<file path="src/rtl/sccb_pkg.sv">
// sccb_pkg: shared types and constants for the SCCB register-initialisation sequencer.
// Holds the sequencer state enum, the table marker register codes, the
// timeout counter width, and the {register, value} split of a 16-bit table entry.
package sccb_pkg;

    // Sequencer states; the V* states exist only in builds with read-back verify.
    typedef enum logic [3:0] {
        ST_IDLE,
        ST_FETCH,
        ST_DECODE,
        ST_REQ,
        ST_WAIT_DONE,
        ST_WAIT_LOW,
        ST_DELAY,
        ST_VREQ,
        ST_VWAIT,
        ST_VLOW,
        ST_VCHK,
        ST_FINISH,
        ST_FAULT
    } sccb_state_e;

    // Register codes that mark special table entries.
    localparam logic [7:0] SCCB_END   = 8'hFF;
    localparam logic [7:0] SCCB_DELAY = 8'hF0;

    // Width of the per-transaction timeout counter.
    localparam int unsigned TMO_W = 22;

    // One ROM word: [15:8] register, [7:0] value.
    typedef struct packed {
        logic [7:0] regaddr;
        logic [7:0] value;
    } tbl_entry_t;

endpackage

</file>
<file path="src/rtl/sccb_txn_handshake.sv">
// sccb_txn_handshake: event detector and timeout counter for one SCCB transaction.
// The sequencer reports which phase it is in (request or waiting for done);
// this block returns the events that move it on.
// Ports:
//   clk, rst      - clock, synchronous active-high reset
//   tmo_clear     - restart the timeout count (entering a request phase)
//   in_req        - a request is being held towards the master
//   in_wait       - waiting for the rising edge of done
//   request_ack   - master acknowledge (level)
//   done          - master completion (level)
//   ack_c         - acknowledge seen while requesting
//   done_rise_c   - rising edge of done while waiting
//   done_low_c    - done is low
//   timeout_c     - the transaction has used its whole cycle budget
module sccb_txn_handshake
    import sccb_pkg::*;
#(
    parameter int unsigned TIMEOUT = 2000000
) (
    input  logic clk,
    input  logic rst,
    input  logic tmo_clear,
    input  logic in_req,
    input  logic in_wait,
    input  logic request_ack,
    input  logic done,
    output logic ack_c,
    output logic done_rise_c,
    output logic done_low_c,
    output logic timeout_c
);

    logic             done_q, done_d;
    logic [TMO_W-1:0] tmo_q, tmo_d;
    logic             active_c;

    assign active_c = in_req | in_wait;

    // Registered copy of done for edge detection; budget counter.
    always_comb begin
        done_d = done;
        tmo_d  = tmo_q;
        if (tmo_clear) begin
            tmo_d = '0;
        end else if (active_c) begin
            tmo_d = tmo_q + TMO_W'(1);
        end
    end

    always_ff @(posedge clk) begin
        if (rst) begin
            done_q <= 1'b0;
            tmo_q  <= '0;
        end else begin
            done_q <= done_d;
            tmo_q  <= tmo_d;
        end
    end

    // A done already high when waiting starts produces no edge.
    assign ack_c       = in_req & request_ack;
    assign done_rise_c = in_wait & done & ~done_q;
    assign done_low_c  = ~done;
    // Fires on the cycle whose increment would reach TIMEOUT.
    assign timeout_c   = active_c & (tmo_q == TMO_W'(TIMEOUT - 1));

endmodule

</file>
<file path="src/rtl/sccb_init_seq.sv">
// sccb_init_seq: camera register-initialisation sequencer above the SCCB master.
// Walks a synchronous table ROM of {register, value} entries, writes each
// through the SCCB master, honours end (FF) and delay (F0) markers, and
// reports completion or fault to the capture controller.
// Optional macro: SCCB_INIT_VERIFY_EN - read each register back after writing
// it and fault on mismatch; when undefined read_request/read_addr are tied 0.
// Ports:
//   clk, rst                  - clock, synchronous active-high reset
//   start                     - pulse, begins from entry 0 (ignored while busy)
//   busy, init_done, error    - status to the capture controller
//   err_index                 - table index of the faulting entry
//   tbl_addr, tbl_data        - table ROM port, data valid 1 clk after address
//   write_request/addr/data   - write transaction to the SCCB master
//   read_request/addr/data    - read-back transaction to the SCCB master
//   request_ack, done         - SCCB master handshake levels
module sccb_init_seq
    import sccb_pkg::*;
#(
    parameter int unsigned TBL_AW     = 8,
    parameter int unsigned DELAY_UNIT = 50000,
    parameter int unsigned TIMEOUT    = 2000000
) (
    input  logic              clk,
    input  logic              rst,
    input  logic              start,
    output logic              busy,
    output logic              init_done,
    output logic              error,
    output logic [TBL_AW-1:0] err_index,
    output logic [TBL_AW-1:0] tbl_addr,
    input  logic [15:0]       tbl_data,
    output logic              write_request,
    output logic [7:0]        write_addr,
    output logic [7:0]        write_data,
    output logic              read_request,
    output logic [7:0]        read_addr,
    input  logic [7:0]        read_data,
    input  logic              request_ack,
    input  logic              done
);

    localparam int unsigned       DLY_W    = $clog2(255 * DELAY_UNIT + 1);
    localparam logic [TBL_AW-1:0] IDX_LAST = {TBL_AW{1'b1}};

    sccb_state_e       state_q, state_d;
    logic [TBL_AW-1:0] index_q, index_d;
    logic [TBL_AW-1:0] err_index_q, err_index_d;
    logic [DLY_W-1:0]  dly_q, dly_d;
    logic [7:0]        write_addr_q, write_addr_d;
    logic [7:0]        write_data_q, write_data_d;
    logic              write_request_q, write_request_d;
    logic              busy_q, busy_d;
    logic              init_done_q, init_done_d;
    logic              error_q, error_d;
`ifdef SCCB_INIT_VERIFY_EN
    logic              read_request_q, read_request_d;
    logic [7:0]        read_addr_q, read_addr_d;
`endif

    tbl_entry_t entry_c;
    logic       in_req_c, in_wait_c, tmo_clear_c, last_c;
    logic       ack_c, done_rise_c, done_low_c, timeout_c;

    assign entry_c = tbl_data;
    assign last_c  = (index_q == IDX_LAST);

    // One handshake engine shared by the write and read-back phases.
`ifdef SCCB_INIT_VERIFY_EN
    assign in_req_c  = (state_q == ST_REQ) || (state_q == ST_VREQ);
    assign in_wait_c = (state_q == ST_WAIT_DONE) || (state_q == ST_VWAIT);
`else
    assign in_req_c  = (state_q == ST_REQ);
    assign in_wait_c = (state_q == ST_WAIT_DONE);
`endif

    sccb_txn_handshake #(
        .TIMEOUT (TIMEOUT)
    ) u_hs (
        .clk         (clk),
        .rst         (rst),
        .tmo_clear   (tmo_clear_c),
        .in_req      (in_req_c),
        .in_wait     (in_wait_c),
        .request_ack (request_ack),
        .done        (done),
        .ack_c       (ack_c),
        .done_rise_c (done_rise_c),
        .done_low_c  (done_low_c),
        .timeout_c   (timeout_c)
    );

    // Next-state and next-output logic.
    always_comb begin
        state_d        = state_q;
        index_d        = index_q;
        err_index_d    = err_index_q;
        dly_d          = dly_q;
        write_addr_d   = write_addr_q;
        write_data_d   = write_data_q;
        init_done_d    = init_done_q;
        error_d        = error_q;
`ifdef SCCB_INIT_VERIFY_EN
        read_addr_d    = read_addr_q;
`endif

        case (state_q)
            ST_IDLE: begin
                if (start) begin
                    index_d     = '0;
                    init_done_d = 1'b0;
                    error_d     = 1'b0;
                    err_index_d = '0;
                    state_d     = ST_FETCH;
                end
            end
            ST_FETCH: state_d = ST_DECODE;
            ST_DECODE: begin
                if (entry_c.regaddr == SCCB_END) begin
                    state_d = ST_FINISH;
                end else if (entry_c.regaddr == SCCB_DELAY) begin
                    if (entry_c.value == 8'd0) begin
                        if (last_c) begin
                            state_d = ST_FAULT;
                        end else begin
                            index_d = index_q + TBL_AW'(1);
                            state_d = ST_FETCH;
                        end
                    end else begin
                        dly_d   = DLY_W'(entry_c.value) * DLY_W'(DELAY_UNIT);
                        state_d = ST_DELAY;
                    end
                end else begin
                    write_addr_d = entry_c.regaddr;
                    write_data_d = entry_c.value;
                    state_d      = ST_REQ;
                end
            end
            ST_REQ: begin
                if (timeout_c) begin
                    state_d = ST_FAULT;
                end else if (ack_c) begin
                    state_d = ST_WAIT_DONE;
                end
            end
            ST_WAIT_DONE: begin
                if (timeout_c) begin
                    state_d = ST_FAULT;
                end else if (done_rise_c) begin
                    state_d = ST_WAIT_LOW;
                end
            end
            ST_WAIT_LOW: begin
                if (done_low_c) begin
`ifdef SCCB_INIT_VERIFY_EN
                    // Index advances only after the read-back matches, so a
                    // mismatch reports the entry that was just written.
                    read_addr_d = write_addr_q;
                    state_d     = ST_VREQ;
`else
                    if (last_c) begin
                        state_d = ST_FAULT;
                    end else begin
                        index_d = index_q + TBL_AW'(1);
                        state_d = ST_FETCH;
                    end
`endif
                end
            end
            ST_DELAY: begin
                if (dly_q == '0) begin
                    if (last_c) begin
                        state_d = ST_FAULT;
                    end else begin
                        index_d = index_q + TBL_AW'(1);
                        state_d = ST_FETCH;
                    end
                end else begin
                    dly_d = dly_q - DLY_W'(1);
                end
            end
`ifdef SCCB_INIT_VERIFY_EN
            ST_VREQ: begin
                if (timeout_c) begin
                    state_d = ST_FAULT;
                end else if (ack_c) begin
                    state_d = ST_VWAIT;
                end
            end
            ST_VWAIT: begin
                if (timeout_c) begin
                    state_d = ST_FAULT;
                end else if (done_rise_c) begin
                    state_d = ST_VLOW;
                end
            end
            ST_VLOW: begin
                if (done_low_c) begin
                    state_d = ST_VCHK;
                end
            end
            ST_VCHK: begin
                if (read_data != write_data_q) begin
                    state_d = ST_FAULT;
                end else if (last_c) begin
                    state_d = ST_FAULT;
                end else begin
                    index_d = index_q + TBL_AW'(1);
                    state_d = ST_FETCH;
                end
            end
`endif
            ST_FINISH: begin
                init_done_d = 1'b1;
                state_d     = ST_IDLE;
            end
            ST_FAULT: begin
                error_d     = 1'b1;
                err_index_d = index_q;
                state_d     = ST_IDLE;
            end
            default: state_d = ST_IDLE;
        endcase

        // Requests and busy are registered images of the state being entered,
        // so leaving a request state for any reason drops the request.
        write_request_d = (state_d == ST_REQ);
        busy_d          = (state_d != ST_IDLE) && (state_d != ST_FINISH) &&
                          (state_d != ST_FAULT);
`ifdef SCCB_INIT_VERIFY_EN
        read_request_d  = (state_d == ST_VREQ);
        tmo_clear_c     = ((state_d == ST_REQ) && (state_q != ST_REQ)) ||
                          ((state_d == ST_VREQ) && (state_q != ST_VREQ));
`else
        tmo_clear_c     = (state_d == ST_REQ) && (state_q != ST_REQ);
`endif
    end

    always_ff @(posedge clk) begin
        if (rst) begin
            state_q         <= ST_IDLE;
            index_q         <= '0;
            err_index_q     <= '0;
            dly_q           <= '0;
            write_addr_q    <= '0;
            write_data_q    <= '0;
            write_request_q <= 1'b0;
            busy_q          <= 1'b0;
            init_done_q     <= 1'b0;
            error_q         <= 1'b0;
        end else begin
            state_q         <= state_d;
            index_q         <= index_d;
            err_index_q     <= err_index_d;
            dly_q           <= dly_d;
            write_addr_q    <= write_addr_d;
            write_data_q    <= write_data_d;
            write_request_q <= write_request_d;
            busy_q          <= busy_d;
            init_done_q     <= init_done_d;
            error_q         <= error_d;
        end
    end

`ifdef SCCB_INIT_VERIFY_EN
    always_ff @(posedge clk) begin
        if (rst) begin
            read_request_q <= 1'b0;
            read_addr_q    <= '0;
        end else begin
            read_request_q <= read_request_d;
            read_addr_q    <= read_addr_d;
        end
    end

    assign read_request = read_request_q;
    assign read_addr    = read_addr_q;
`else
    logic unused_c;
    assign unused_c     = ^read_data;
    assign read_request = 1'b0;
    assign read_addr    = 8'h00;
`endif

    // The table index doubles as the ROM address register.
    assign tbl_addr      = index_q;
    assign busy          = busy_q;
    assign init_done     = init_done_q;
    assign error         = error_q;
    assign err_index     = err_index_q;
    assign write_request = write_request_q;
    assign write_addr    = write_addr_q;
    assign write_data    = write_data_q;

endmodule
</file>
<file path="config.mk">
export PLATFORM = sky130hd
export DESIGN_NAME = sccb_init_seq
export DESIGN_NICKNAME = d
export VERILOG_FILES = /design/src/rtl/sccb_pkg.sv /design/src/rtl/sccb_txn_handshake.sv /design/src/rtl/sccb_init_seq.sv
export SDC_FILE = /design/constraint.sdc
export NUM_CORES = 1
export LEC_CHECK = 0
export CAP_MARGIN = 20
export CORE_MARGIN = 5
export CORE_UTILIZATION = 45
export CTS_CLUSTER_DIAMETER = 120
export CTS_CLUSTER_SIZE = 10
export DETAILED_ROUTE_END_ITERATION = 10
export GPL_ROUTABILITY_DRIVEN = 0
export PLACE_DENSITY = 0.7
export SETUP_SLACK_MARGIN = 0.5
export SLEW_MARGIN = 20
export SYNTH_ARGS = -nofsm -noshare
export SYNTH_HDL_FRONTEND = slang
export SYNTH_SLANG_ARGS = --single-unit
</file>
<file path="constraint.sdc">
create_clock -name clk -period 8.3 [get_ports clk]
set_input_delay 1.66 -clock clk [delete_from_list [all_inputs] [get_ports clk]]
set_output_delay 1.66 -clock clk [all_outputs]
set_load 0.005 [all_outputs]
</file>
==> results.json <==
{
  "row_count": 42,
  "skew_ps": 6.22,
  "hold_path.class": "reg2reg",
  "worstSetupEndpoint": "dly_q[20]$_SDFFE_PP0P_",
  "seq_area_frac_synth": 0.294,
  "maxSlewViolCount": 0,
  "max_stage_delay_ps": 550,
  "path_cells": "clkdlybuf4s50_1, ha_1, ha_1, inv_1, fa_1, inv_1, fa_1, ha_1, nor2b_1, o2111ai_1, a21oi_1, o31ai_1, xnor2_1, nand2_1, a31oi_1",
  "syn_avg_cell_area_sq_um": 8.35,
  "synth_edf_count": 0,
  "hold_buffers": 0,
  "slowest_stage": "clkdlybuf4s50_1",
  "arrival_ps": 5800,
  "ant_nets": 0,
  "maxCapViolCount": 0,
  "async_flop_share": 0,
  "drc": 0,
  "r2r-start": "state_q[2]$_SDFF_PP0_",
  "num_vias": 5334,
  "port_buffers": 56,
  "setup_tns_ps": 0,
  "numCtsBuffers": 9,
  "highest_layer": "met4",
  "antenna_cells": 0,
  "die_x_um": 125,
  "synth_cell_types": 70,
  "finalCritPeriodShare": 0.665,
  "cp_common_cell": "ha_1",
  "wl_met1_um": 6330,
  "syn_inst": 709,
  "endpoint_kind": "register",
  "viasPerCell": 5.72,
  "final_util": 0.527,
  "fin_nets": 854,
  "crit_buf_inv": 3,
  "wl_met3_um": 720,
  "rrSetupSlack_ps": 5040,
  "crit_family": "adder cells",
  "post_cts_buffers": 0,
  "status": "finished, final reports clean",
  "yosys.area.top_type": "dfxtp_1",
  "stdcell_area_sq_mm": 0.00690,
  "intPower_w": 0.000832,
  "routed-wl-met2_um": 6960,
  "fmax_mhz": 181,
  "grt_use_total": 0.189,
  "grt_pass1_vias": 5275,
  "powerDensity_mw_per_mm2": 178,
  "p_sw_w": 0.000394,
  "critPathMaxFanout": 6,
  "critical_path_class": "in2reg",
  "relSlewSlack": 0.329,
  "clock-root-buffer": "clkbuf_16",
  "cts-resized-gates": 0,
  "hold_viol": 0,
  "total_power_w": 0.00123,
  "clockBufferDepth": 2,
  "wirelength_um": 14500,
  "crit_cells": 15,
  "cts.sinks": 87,
  "clkPwrFrac": 0.342,
  "comb_power_share": 0.298,
  "drtIter0Drc": 357,
  "die_h_um": 125,
  "grt_pass1_wl_um": 24800,
  "cts_max_level": 3,
  "switching_share": 0.322,
  "start_util": 0.452,
  "rr_worst_depth": 7,
  "setup_violations": 0,
  "yosys_warnings": 0,
  "area_growth_syn_to_layout_pct": 16.6,
  "die_area_sq_mm": 0.0155,
  "clk_pin_slew_ps": 70,
  "grt_setup_unrepaired": "false",
  "r2r-end": "busy$_SDFF_PP0_",
  "wire_per_inst_um": 15.6,
  "io_pins": 74,
  "startpoint": "tbl_data[2]",
  "synth.area.top_cells": "dfxtp_1 (29%), ha_1 (13%), nor2_1 (6.1%), fa_1 (4.1%), nand2_1 (3.6%)",
  "p_seq_frac": 0.360,
  "hpwl_um": 11000,
  "synth.top_cell.area_share": 0.294,
  "dr.pass1.iters": 5,
  "cts_tree": "done",
  "syn-cell-area_sq_mm": 0.00592,
  "grt_max_degree": 62,
  "synthFlopType": "dfxtp_1",
  "overflow": 0,
  "start_kind": "primary input",
  "tightest_slew_ps": 1000,
  "ir_drop_mv": 0.0937,
  "dpl_cell_area_sq_mm": 0.00659,
  "fin_crit_ps": 5520,
  "critical_path_required_ps": 8580,
  "drive_gt1_frac": 0.0489,
  "ys_ff_latch": 87,
  "p_leak_nw": 2.72,
  "antenna_found_initial": 0,
  "insertion_delay_ps": 350,
  "core-area_sq_mm": 0.0131
}
==> synthesized netlist by cell type, drive strengths merged (6+ instances only) <==
| cell | instances |
|---|---|
| a211oi | 6 |
| a21oi | 33 |
| a22oi | 12 |
| a31oi | 13 |
| and2 | 8 |
| and3 | 9 |
| buf | 16 |
| clkbuf | 22 |
| dfxtp | 87 |
| fa | 12 |
| ha | 61 |
| inv | 27 |
| mux2i | 18 |
| nand2 | 56 |
| nand2b | 6 |
| nand3 | 16 |
| nand4 | 11 |
| nor2 | 97 |
| nor3 | 29 |
| nor4 | 9 |
| o21ai | 34 |
| or3 | 10 |
| or4 | 10 |
| xnor2 | 18 |
| xor2 | 20 |
==> power groups by stage <==
| stage | Sequential, W | Combinational, W | Clock (W) |
|---|---|---|---|
| after floorplan | 0.000446 | 0.000270 | 0 |
| after global placement | 0.000449 | 0.000355 | 0 |
| after detailed placement | 0.000450 | 0.000361 | 0 |
| after CTS | 0.000441 | 0.000366 | 0.000429 |
| after global routing | 0.000443 | 0.000415 | 0.000447 |
| final | 0.000441 | 0.000366 | 0.000419 |
==> cell families after synthesis <==
| group | Yosys count | synth area share |
|---|---|---|
| other cells | 1 | 0.000634 |
| compound gates | 139 | 0.152 |
| flops | 87 | 0.294 |
| mux | 18 | 0.0304 |
| xor+xnor | 38 | 0.0562 |
| buf+inv | 65 | 0.0484 |
| fa+ha+maj | 73 | 0.170 |
| simple gates | 288 | 0.248 |
==> how the worst min path moves through the flow <==
stage / startpoint / to / depth (start not counted)
after floorplan: dly_q[14]$_SDFFE_PP0P_ / dly_q[14]$_SDFFE_PP0P_ / 2
after global placement: dly_q[14]$_SDFFE_PP0P_ / dly_q[14]$_SDFFE_PP0P_ / 2
after detailed placement: dly_q[14]$_SDFFE_PP0P_ / dly_q[14]$_SDFFE_PP0P_ / 2
after CTS: dly_q[14]$_SDFFE_PP0P_ / dly_q[14]$_SDFFE_PP0P_ / 2
after global routing: dly_q[14]$_SDFFE_PP0P_ / dly_q[14]$_SDFFE_PP0P_ / 2
final: dly_q[14]$_SDFFE_PP0P_ / dly_q[14]$_SDFFE_PP0P_ / 2
==> tightest hold or removal path, delay by kind of cell, from the launching register on <==
family / cells / cell delay [ps]
DFF: 1 / 310
AOI/OAI and AO/OA: 2 / 130
==> sequential cells by signal (all words and copies together) (netlist names) <==
| signal | flops |
|---|---|
| err_index | 8 |
| u_hs.done_q | 1 |
| write_addr | 8 |
| busy | 1 |
| init_done | 1 |
| tbl_addr | 8 |
| state_q | 4 |
| u_hs.tmo_q | 22 |
| dly_q | 24 |
| error | 1 |
| write_data | 8 |
| write_request | 1 |
==> placed cells by master, fill, tap and decap left out, types with 3 or more instances in the layout <==
cell	instances
a21oi_1	32
fa_1	12
ha_1	61
xor2_1	20
nor2_1	96
nor4_1	6
a31oi_1	13
clkbuf_16	9
buf_4	5
nand3b_1	5
nand2b_1	6
nor2b_1	5
conb_1	9
or4_1	8
nand2_1	56
o21a_1	5
nor3b_1	3
a22oi_1	12
xnor2_1	18
mux2i_1	18
and4_1	4
and2_1	7
a211oi_1	5
nand4_1	11
nand3_1	16
or3_1	10
nor4b_1	3
inv_6	3
clkdlybuf4s50_1	55
a21o_1	5
o211ai_1	3
inv_1	27
nor3_1	29
o21ai_1	3
o21ai_0	31
dfxtp_1	87
and3_1	9
==> routing by layer <==
metal	vias up	GRT usage
met2	157	0.319
met4	0	0.0767
met3	36	0.0416
met1	2529	0.233
li1	2612	-
met5	-	0
==> area by class of cell <==
class                   count  area [sq um]
multi-input cells         565          3930
well taps                 176           220
repair buffers             62           604
clock inverters             7          77.6
inverters                  27           101
clock buffers               9           225
flip-flops and latches     87          1740
fillers                  1192          6190
==> per-stage QoR <==
stage               hold WS (ps)  cells  setup WS [ps]
floorplan                    444    717           3490
global placement             460    916           2490
detailed placement           473    917           2420
CTS                          482    933           2780
global route                 501    933           2520
finish                       479    933           2780
No activity file was read; power rests on OpenSTA's default activity.
